==> src/rtl/letc_core_pkg.sv <==
// Shared types for the LETC core pipeline.
// Holds the per-stage controller state encoding and small helpers.
// Imported by the stage controller and its sub-modules.
package letc_core_pkg;

  typedef enum logic [1:0] {
    SC_IDLE    = 2'd0,
    SC_REQ     = 2'd1,
    SC_DONE    = 2'd2,
    SC_ABANDON = 2'd3
  } stage_ctrl_state_e;

  // True in the states where a side operation is outstanding on op_req.
  function automatic logic sc_op_busy(input stage_ctrl_state_e s);
    return (s == SC_REQ) || (s == SC_ABANDON);
  endfunction

endpackage

==> src/rtl/letc_core_sat_counter.sv <==
// Saturating up-counter with synchronous clear, used as the op watchdog.
// Latency: count updates one cycle after inc/clr; at_max is combinational from count.
// Backpressure: none; clr wins over inc, count sticks at MAX until cleared.
module letc_core_sat_counter #(
  parameter int unsigned WIDTH = 8,
  parameter int unsigned MAX   = 255
) (
  input  logic             clk,
  input  logic             rst,
  input  logic             inc,
  input  logic             clr,
  output logic [WIDTH-1:0] count,
  output logic             at_max
);

  localparam logic [WIDTH-1:0] MAX_V = WIDTH'(MAX);

  logic [WIDTH-1:0] count_q;
  logic [WIDTH-1:0] count_d;

  // Next count: clear has priority, increment stops at MAX.
  always_comb begin
    count_d = count_q;
    if (clr) begin
      count_d = '0;
    end else if (inc && (count_q != MAX_V)) begin
      count_d = count_q + 1'b1;
    end
  end

  // Count register.
  always_ff @(posedge clk or posedge rst) begin
    if (rst) begin
      count_q <= '0;
    end else begin
      count_q <= count_d;
    end
  end

  assign count  = count_q;
  assign at_max = (count_q == MAX_V);

endmodule

==> src/rtl/letc_core_stage_ctrl.sv <==
// Per-stage stall/flush endpoint: output pipeline register plus one req/ack side op.
// Latency: payload registered 1 cycle; op requested the cycle after arrival, ready the cycle after op_ack.
// Backpressure: stage_ready held low while the op is outstanding; stage_stall holds all outputs.
module letc_core_stage_ctrl
  import letc_core_pkg::*;
#(
  parameter int unsigned PAYLOAD_W      = 32,
  parameter int unsigned RDATA_W        = 32,
  parameter int unsigned TIMEOUT_CYCLES = 255
) (
  input  logic                 clk,
  input  logic                 rst,
  input  logic                 in_valid,
  input  logic [PAYLOAD_W-1:0] in_payload,
  input  logic                 in_needs_op,
  input  logic                 stage_stall,
  input  logic                 stage_flush,
  output logic                 stage_ready,
  output logic                 op_req,
  input  logic                 op_ack,
  input  logic [RDATA_W-1:0]   op_rdata,
  output logic                 out_valid,
  output logic [PAYLOAD_W-1:0] out_payload,
  output logic [RDATA_W-1:0]   out_rdata,
  output logic                 op_timeout
);

  localparam int unsigned WD_W = $clog2(TIMEOUT_CYCLES + 1);

  stage_ctrl_state_e    state_q, state_d;
  logic [RDATA_W-1:0]   result_q, result_d;
  logic                 out_valid_q, out_valid_d;
  logic [PAYLOAD_W-1:0] out_payload_q, out_payload_d;
  logic [RDATA_W-1:0]   out_rdata_q, out_rdata_d;
  logic                 op_timeout_q, op_timeout_d;

  logic                 want_op;
  logic                 busy;
  logic [WD_W-1:0]      wd_count;
  logic                 wd_at_max;

  assign want_op = in_valid && in_needs_op;
  assign busy    = sc_op_busy(state_q);

  // Op sequencer: next state, result capture, op_req and stage_ready.
  always_comb begin
    state_d     = state_q;
    result_d    = result_q;
    op_req      = 1'b0;
    stage_ready = 1'b1;
    unique case (state_q)
      SC_IDLE: begin
        if (want_op) begin
          stage_ready = 1'b0;
          if (!stage_flush) state_d = SC_REQ;
        end
      end
      SC_REQ: begin
        op_req      = 1'b1;
        stage_ready = 1'b0;
        if (op_ack) begin
          // A flush landing on the ack cycle throws the result away.
          if (!stage_flush) begin
            result_d = op_rdata;
            state_d  = SC_DONE;
          end else begin
            state_d = SC_IDLE;
          end
        end else if (stage_flush) begin
          // The responder still owes us an ack; keep op_req up until it arrives.
          state_d = SC_ABANDON;
        end
      end
      SC_DONE: begin
        if (stage_flush || !stage_stall) state_d = SC_IDLE;
      end
      SC_ABANDON: begin
        op_req      = 1'b1;
        stage_ready = 1'b0;
        if (op_ack) state_d = SC_IDLE;
      end
      default: state_d = SC_IDLE;
    endcase
  end

  // Output pipeline register: flush kills, stall holds, otherwise load.
  always_comb begin
    out_valid_d   = out_valid_q;
    out_payload_d = out_payload_q;
    out_rdata_d   = out_rdata_q;
    if (stage_flush) begin
      out_valid_d = 1'b0;
    end else if (!stage_stall) begin
      // A non-ready instruction never advances, even if the stall is missing.
      out_valid_d   = in_valid && stage_ready;
      out_payload_d = in_payload;
      out_rdata_d   = in_needs_op ? result_q : '0;
    end
  end

  // Watchdog counts cycles with an op outstanding.
  letc_core_sat_counter #(
    .WIDTH (WD_W),
    .MAX   (TIMEOUT_CYCLES)
  ) u_wd (
    .clk    (clk),
    .rst    (rst),
    .inc    (busy),
    .clr    (!busy),
    .count  (wd_count),
    .at_max (wd_at_max)
  );

  assign op_timeout_d = op_timeout_q || wd_at_max;

  // State, result and output registers.
  always_ff @(posedge clk or posedge rst) begin
    if (rst) begin
      state_q       <= SC_IDLE;
      result_q      <= '0;
      out_valid_q   <= 1'b0;
      out_payload_q <= '0;
      out_rdata_q   <= '0;
      op_timeout_q  <= 1'b0;
    end else begin
      state_q       <= state_d;
      result_q      <= result_d;
      out_valid_q   <= out_valid_d;
      out_payload_q <= out_payload_d;
      out_rdata_q   <= out_rdata_d;
      op_timeout_q  <= op_timeout_d;
    end
  end

  assign out_valid   = out_valid_q;
  assign out_payload = out_payload_q;
  assign out_rdata   = out_rdata_q;
  // Visible in the same cycle the counter saturates; the flop keeps it afterwards.
  assign op_timeout  = op_timeout_q || wd_at_max;

`ifndef SYNTHESIS
  a_no_x_ctrl: assert property (@(posedge clk) disable iff (rst)
    !$isunknown({stage_ready, op_req, out_valid, op_timeout}));
  a_req_hold: assert property (@(posedge clk) disable iff (rst)
    (op_req && !op_ack) |=> op_req);
  a_ack_in_req: assert property (@(posedge clk) disable iff (rst)
    op_ack |-> op_req);
  a_stall_when_busy: assert property (@(posedge clk) disable iff (rst)
    (!stage_ready && !stage_flush) |-> stage_stall);
  a_out_hold: assert property (@(posedge clk) disable iff (rst)
    (stage_stall && !stage_flush) |=> ($stable(out_valid) && $stable(out_payload)));
  a_wd_sat: assert property (@(posedge clk) disable iff (rst)
    wd_count <= WD_W'(TIMEOUT_CYCLES));
`endif

endmodule
==> config.mk <==
export PLATFORM = sky130hd
export DESIGN_NAME = letc_core_stage_ctrl
export DESIGN_NICKNAME = d
export VERILOG_FILES = /design/src/rtl/letc_core_pkg.sv /design/src/rtl/letc_core_sat_counter.sv /design/src/rtl/letc_core_stage_ctrl.sv
export SDC_FILE = /design/constraint.sdc
export NUM_CORES = 1
export LEC_CHECK = 0
export CORE_ASPECT_RATIO = 1.1
export CORE_UTILIZATION = 30
export CTS_CLUSTER_DIAMETER = 80
export DETAILED_ROUTE_END_ITERATION = 8
export HOLD_SLACK_MARGIN = 0.08
export PLACE_DENSITY = 0.61
export SETUP_SLACK_MARGIN = 0.4
export SKIP_LAST_GASP = 1
export SLEW_MARGIN = 30
export SYNTH_ARGS = -nofsm -noshare
export SYNTH_HDL_FRONTEND = slang
export SYNTH_SLANG_ARGS = --single-unit
==> constraint.sdc <==
create_clock -name clk -period 4 [get_ports clk]
set_input_delay 1.2 -clock clk [delete_from_list [all_inputs] [get_ports clk]]
set_output_delay 1.2 -clock clk [all_outputs]
set_load 0.02 [all_outputs]
# == Yosys cells after proc, flatten, opt, wreduce, memory -nomap -nowiden ==
# Cells that the tools add are included.
# Widths: inputs -> output; s select.
# op_classes
div_mod_pow,0
n_mul,0
add_sub_neg,1
reduce_logical,12
n_eq_ne,12
muxes,16
shifts,0
bitwise,2
order_cmp,0
# ops
operator,count
$mux 32,1
$mux 8,2
$mux 2,7
$ne 2x2->1 const B,5
$add 8x1->8 const B,1
$eq 8x8->1 const B,1
$ne 8x8->1 const B,1
$pmux 2 s4,1
$reduce_and 5->1,1
$eq 2x2->1 const B,2
$mux 1,4
$logic_and 1x1->1,3
$logic_or 1x1->1,3
$ne 3x3->1 const B,1
$reduce_and 3->1,1
$eq 2x1->1 const B,1
$logic_not 2->1,1
$ne 2x1->1 const B,1
$not 1->1,2
$pmux 1 s2,1
$reduce_and 2->1,1
$reduce_or 2->1,1
$logic_not 1->1,1
# totals
latch_bits,0
output_inout_bits,68
romBits,0
reg_bits,108
input_bits,71
ram_bits,0
n_memories,0
wordCells,50

# == Longest topological paths before layout ==
# depth
ltp_word,6
ltp_mapped,5
ltp_nobuf,4

# == Modules after synthesis ==
# A second synthesis with hierarchy kept.
# unflattened
cells_unflattened,348
area_unflattened_um2,4566.9
# by_module_without_submodules
mod,cells_per_inst,seq_area_each_um2,area_per_inst_um2,n_inst
letc_core_stage_ctrl,300,2502.4,4078.9,1
letc_core_sat_counter,48,200.2,488.0,1

# == Least setup slack after synthesis ==
# Ideal clock, no wire load.
# synth_timing
kind,input port to output port
from,in in_needs_op
to,out stage_ready
arrival_ps,1834
stages,2
slack_ps,966
t_required_ps,2800
n_path_buf,1
cell_sequence,clkbuf_1 > a31oi_1
# synth_between
elab_chain_cells,3
# synth_lines
item,line,source
from (decl),letc_core_stage_ctrl.sv:15,"input logic in_needs_op,"
$logic_and 1x1->1,letc_core_stage_ctrl.sv:42,assign want_op = in_valid && in_needs_op;
$mux 1,letc_core_stage_ctrl.sv:53,if (want_op) begin
$pmux 1 s2,letc_core_stage_ctrl.sv:51,unique case (state_q)
to (decl),letc_core_stage_ctrl.sv:18,"output logic stage_ready,"
# Every way passes these cells.

# == Final worst setup path ==
# Ends and elaborated chain as after synthesis.

==> summary by stage <==
Run status
The flow ran to the end, and the final reports show no timing, DRC or antenna violations.

Cells and area
Compared with the post-synthesis result, the final layout area differs by 42.5%. The count of inserted antenna diode cells is 0. The net count of the finished layout is 610. The share of layout cells above drive strength 1 is 10.9%.

Critical path
The highest fanout seen on the critical path is 2. The worst setup path is launched from an input pin. The critical path is of the input pin to primary output type.

Data arrives at the worst endpoint at 2260 ps. The worst setup path is captured at a primary output. Data on the critical path is required at its endpoint by 2800 ps.

Global routing
For met3 alone, demand over resource in global routing was between 3 and 4%. The most used routing layer in global routing is met2. The via count of the first global-routing pass is 3,280. The number of antenna violations at the first check in global routing is 0. For this run the aggregate overflow at the end of global routing stands at 0. The largest net degree at the start of global routing is 109. Across every metal layer, demand over resource in global routing totals 14.2%. The first global-routing pass estimated 16,100 um of wire.

For this run, global-route usage on met2 was measured as around a quarter. Global routing used about 18% of the available met1 tracks.

Yosys
In this run the cell area of the synthesized design comes to approximately 0.0044 sq mm. The number of instances in the synthesized netlist is 408. Averaged over all synthesized cells, the footprint is 10.7 sq um.

When the netlist entered floorplanning its net count stood at 480. The number of unique standard cell types used by synthesis is 28. The fraction of synthesized cell area taken by the top area cell type is 61.6%. For this run, the register share of the synthesized area comes to about 62%. Ranked by total cell area, the synthesized netlist is headed by sky130_fd_sc_hd__dfrtp_1 (62%), sky130_fd_sc_hd__nand2_1 (14%), sky130_fd_sc_hd__mux2_4 (10%). The Yosys step of the flow raised 0 warnings. The number of storage elements in the synthesis netlist is between 100 and 150. The synthesized design spends more area on one cell type than any other, namely sky130_fd_sc_hd__dfrtp_1.

STA
Setup repair after global routing left no endpoint under its margin. Setup violations remaining at the end of the flow were counted as 0. The setup TNS is 0 ps. The worst slew margin relative to its limit is 59.4%.

The max-slew violation count is 0. The worst hold margin is 457 ps. The number of hold-slack violations in the final timing report came to 0. The clock skew after layout is around 9.2 ps. The worst path uses 86.5% of the clock period. At the pin with the least slew margin, the transition time is between 600 and 700 ps. The clock period minus final worst setup slack is roughly 3500 ps. Timing would allow up to 289 MHz.

CTS
The cell sitting at the root of the clock tree is a sky130_fd_sc_hd__clkbuf_16. The post-CTS setup buffer count is 0. TritonCTS built the clock tree. The insertion delay of the later-clocked pin in the worst-skew pair is 350 ps. Clock tree synthesis found a total of around 110 sinks. In this run the deepest clock path goes through 2 buffers. The number of clock buffers added by TritonCTS is 9.

Clock-pin slew was measured on the worst setup and hold paths at 70 ps. The number of levels in the clock H-tree is 3.

Placed design
The count of input and output buffers is 138. The routability congestion estimate from global placement is 0.696. The detailed placer's ending HPWL is between 6000 and 7000 um.

Route
The average via count per standard cell is 4.43. Dividing the detail-routed wire length by the instance count gives 14.2 um. The pre-antenna-repair detailed-routing pass consisted of 4 iterations. In this run the remaining antenna-violating nets after routing total 0. The number of DRC markers after the initial detailed-route iteration is 141.

The number of remaining DRC errors is 0. The final routed wirelength across all metal layers is 10,400 um. The total number of vias is 3,236.

Floorplan
The core region is about 0.014 sq mm. The die span in y is between 100 and 150 um. The initial core utilization is around 31%. The die covers 0.0151 sq mm.

Measured along the x axis, the die boundary spans 117 um. The floorplan has 45 rows. In this run the count of I/O pins placed on the die edge is approximately 140.

Pwr
The total design power is 3.46 mW. The worst-case vdd ir drop is 0.228 mV. In this run the power density over the cells is 553 mW/mm^2. Summed over all cells, the static leakage comes to 2.93 nW.

Min path
The class of the worst hold path is register to register.

Job
The number of max-cap violations is 0.
[layout make-up]
class | instances | area (sq um)
fill | 1300 | 7770
clock inverter | 5 | 42.5
clock buffer | 11 | 243
tap | 188 | 235
inverter | 4 | 18.8
multi-input combinational | 271 | 1550
timing repair buffer | 144 | 1460
sequential | 108 | 2700
[critical path, cell delays in order]
cell and delay [ps]:
sky130_fd_sc_hd__clkdlybuf4s50_1 460, sky130_fd_sc_hd__a31oi_1 230, sky130_fd_sc_hd__dlygate4sd2_1 360
[registers in the layout, summed over array words and instances, names as in the netlist]
register,flops
out_valid,1
u_wd.count,8
out_payload,32
state_q,2
out_rdata,32
result_q,32
op_timeout_q,1
[worst paths after layout]
path / start / end / slack [ps] / cells past startpoint
worst max register to register: state_q[0] / result_q[3] / 2080 / 3
worst max-delay path: in_needs_op / stage_ready / 540 / 3
worst min register to register: op_timeout_q / op_timeout_q / 460 / 1
min in group asynchronous: rst / result_q[31] / 1350 / 3
max in group asynchronous: rst / out_payload[3] / 2170 / 3
worst min-delay path: op_timeout_q / op_timeout_q / 460 / 1
[synthesized netlist by cell type]
cell / instances
sky130_fd_sc_hd__buf_1: 3
sky130_fd_sc_hd__dfrtp_1: 108
sky130_fd_sc_hd__nand4_1: 2
sky130_fd_sc_hd__and2_1: 1
sky130_fd_sc_hd__nand2b_1: 3
sky130_fd_sc_hd__buf_6: 4
sky130_fd_sc_hd__inv_1: 4
sky130_fd_sc_hd__nor2b_1: 1
sky130_fd_sc_hd__mux2_4: 30
sky130_fd_sc_hd__or2_2: 2
sky130_fd_sc_hd__a31oi_1: 4
sky130_fd_sc_hd__mux2_2: 2
sky130_fd_sc_hd__nor3_1: 1
sky130_fd_sc_hd__nor3b_1: 2
sky130_fd_sc_hd__buf_2: 9
sky130_fd_sc_hd__a21oi_1: 3
sky130_fd_sc_hd__ha_1: 1
sky130_fd_sc_hd__a311oi_1: 2
sky130_fd_sc_hd__o41ai_1: 1
sky130_fd_sc_hd__and4_1: 1
sky130_fd_sc_hd__nand3_1: 34
sky130_fd_sc_hd__nand2_1: 165
sky130_fd_sc_hd__nor2_1: 2
sky130_fd_sc_hd__mux2i_1: 3
sky130_fd_sc_hd__o21ai_0: 4
sky130_fd_sc_hd__o2bb2ai_1: 2
sky130_fd_sc_hd__and3_1: 5
sky130_fd_sc_hd__clkbuf_1: 9
[kinds of logic (layout without fill, tap and decap cells)]
logic type,Yosys count,in the layout,share of synthesized area [%]
adders and majority gates,1,1,0.285
and+or+nand+nor,219,219,20.8
DFF,108,108,61.6
muxes,35,35,11.5
AOI/OAI and AO/OA,16,16,2.37
buffers and inverters,29,164,3.42
[what timing repair did]
action | in CTS | in global routing
gates resized for setup | 1 | 1
hold buffers | 0 | 0
setup endpoints to repair | 1 | 1
[cells in the final DEF (no fill, tap or decap), types with 2 or more instances in the layout]
master,instances
sky130_fd_sc_hd__buf_12,3
sky130_fd_sc_hd__mux2_4,30
sky130_fd_sc_hd__or2_2,2
sky130_fd_sc_hd__buf_4,3
sky130_fd_sc_hd__nand2b_1,3
sky130_fd_sc_hd__inv_1,3
sky130_fd_sc_hd__dfrtp_1,108
sky130_fd_sc_hd__nand3_1,34
sky130_fd_sc_hd__clkinvlp_4,2
sky130_fd_sc_hd__clkbuf_16,9
sky130_fd_sc_hd__a21oi_1,3
sky130_fd_sc_hd__mux2_2,2
sky130_fd_sc_hd__o21ai_0,4
sky130_fd_sc_hd__and3_1,4
sky130_fd_sc_hd__inv_6,2
sky130_fd_sc_hd__o2bb2ai_1,2
sky130_fd_sc_hd__nand2_1,165
sky130_fd_sc_hd__nand4_1,2
sky130_fd_sc_hd__nor3b_1,2
sky130_fd_sc_hd__a311oi_1,2
sky130_fd_sc_hd__clkdlybuf4s50_1,137
sky130_fd_sc_hd__clkinv_4,2
sky130_fd_sc_hd__mux2i_1,3
sky130_fd_sc_hd__a31oi_1,4
[where the power goes]
part,switching (mW),internal [mW]
Clock,0.418,0.447
Sequential,0.186,1.39
Combinational,0.434,0.579
[metrics by stage]
stage                     setup WS, ps  instances  utilization [%]  cell area [sq um]
after floorplan                    966        408                -               4390
after global placement             246        715             42.5               5960
after detailed placement           266        715             42.5               5960
after CTS                          503        731             44.6               6250
after global routing               457        731             44.6               6250
final                              542        731             44.6               6250
[layer usage]
layer | up-vias | routed length, um
met5 | - | 0
met3 | 13 | 578
li1 | 1584 | -
met2 | 89 | 4840
met1 | 1550 | 4760
met4 | 0 | 193
Power figures use the tool's default switching activity.
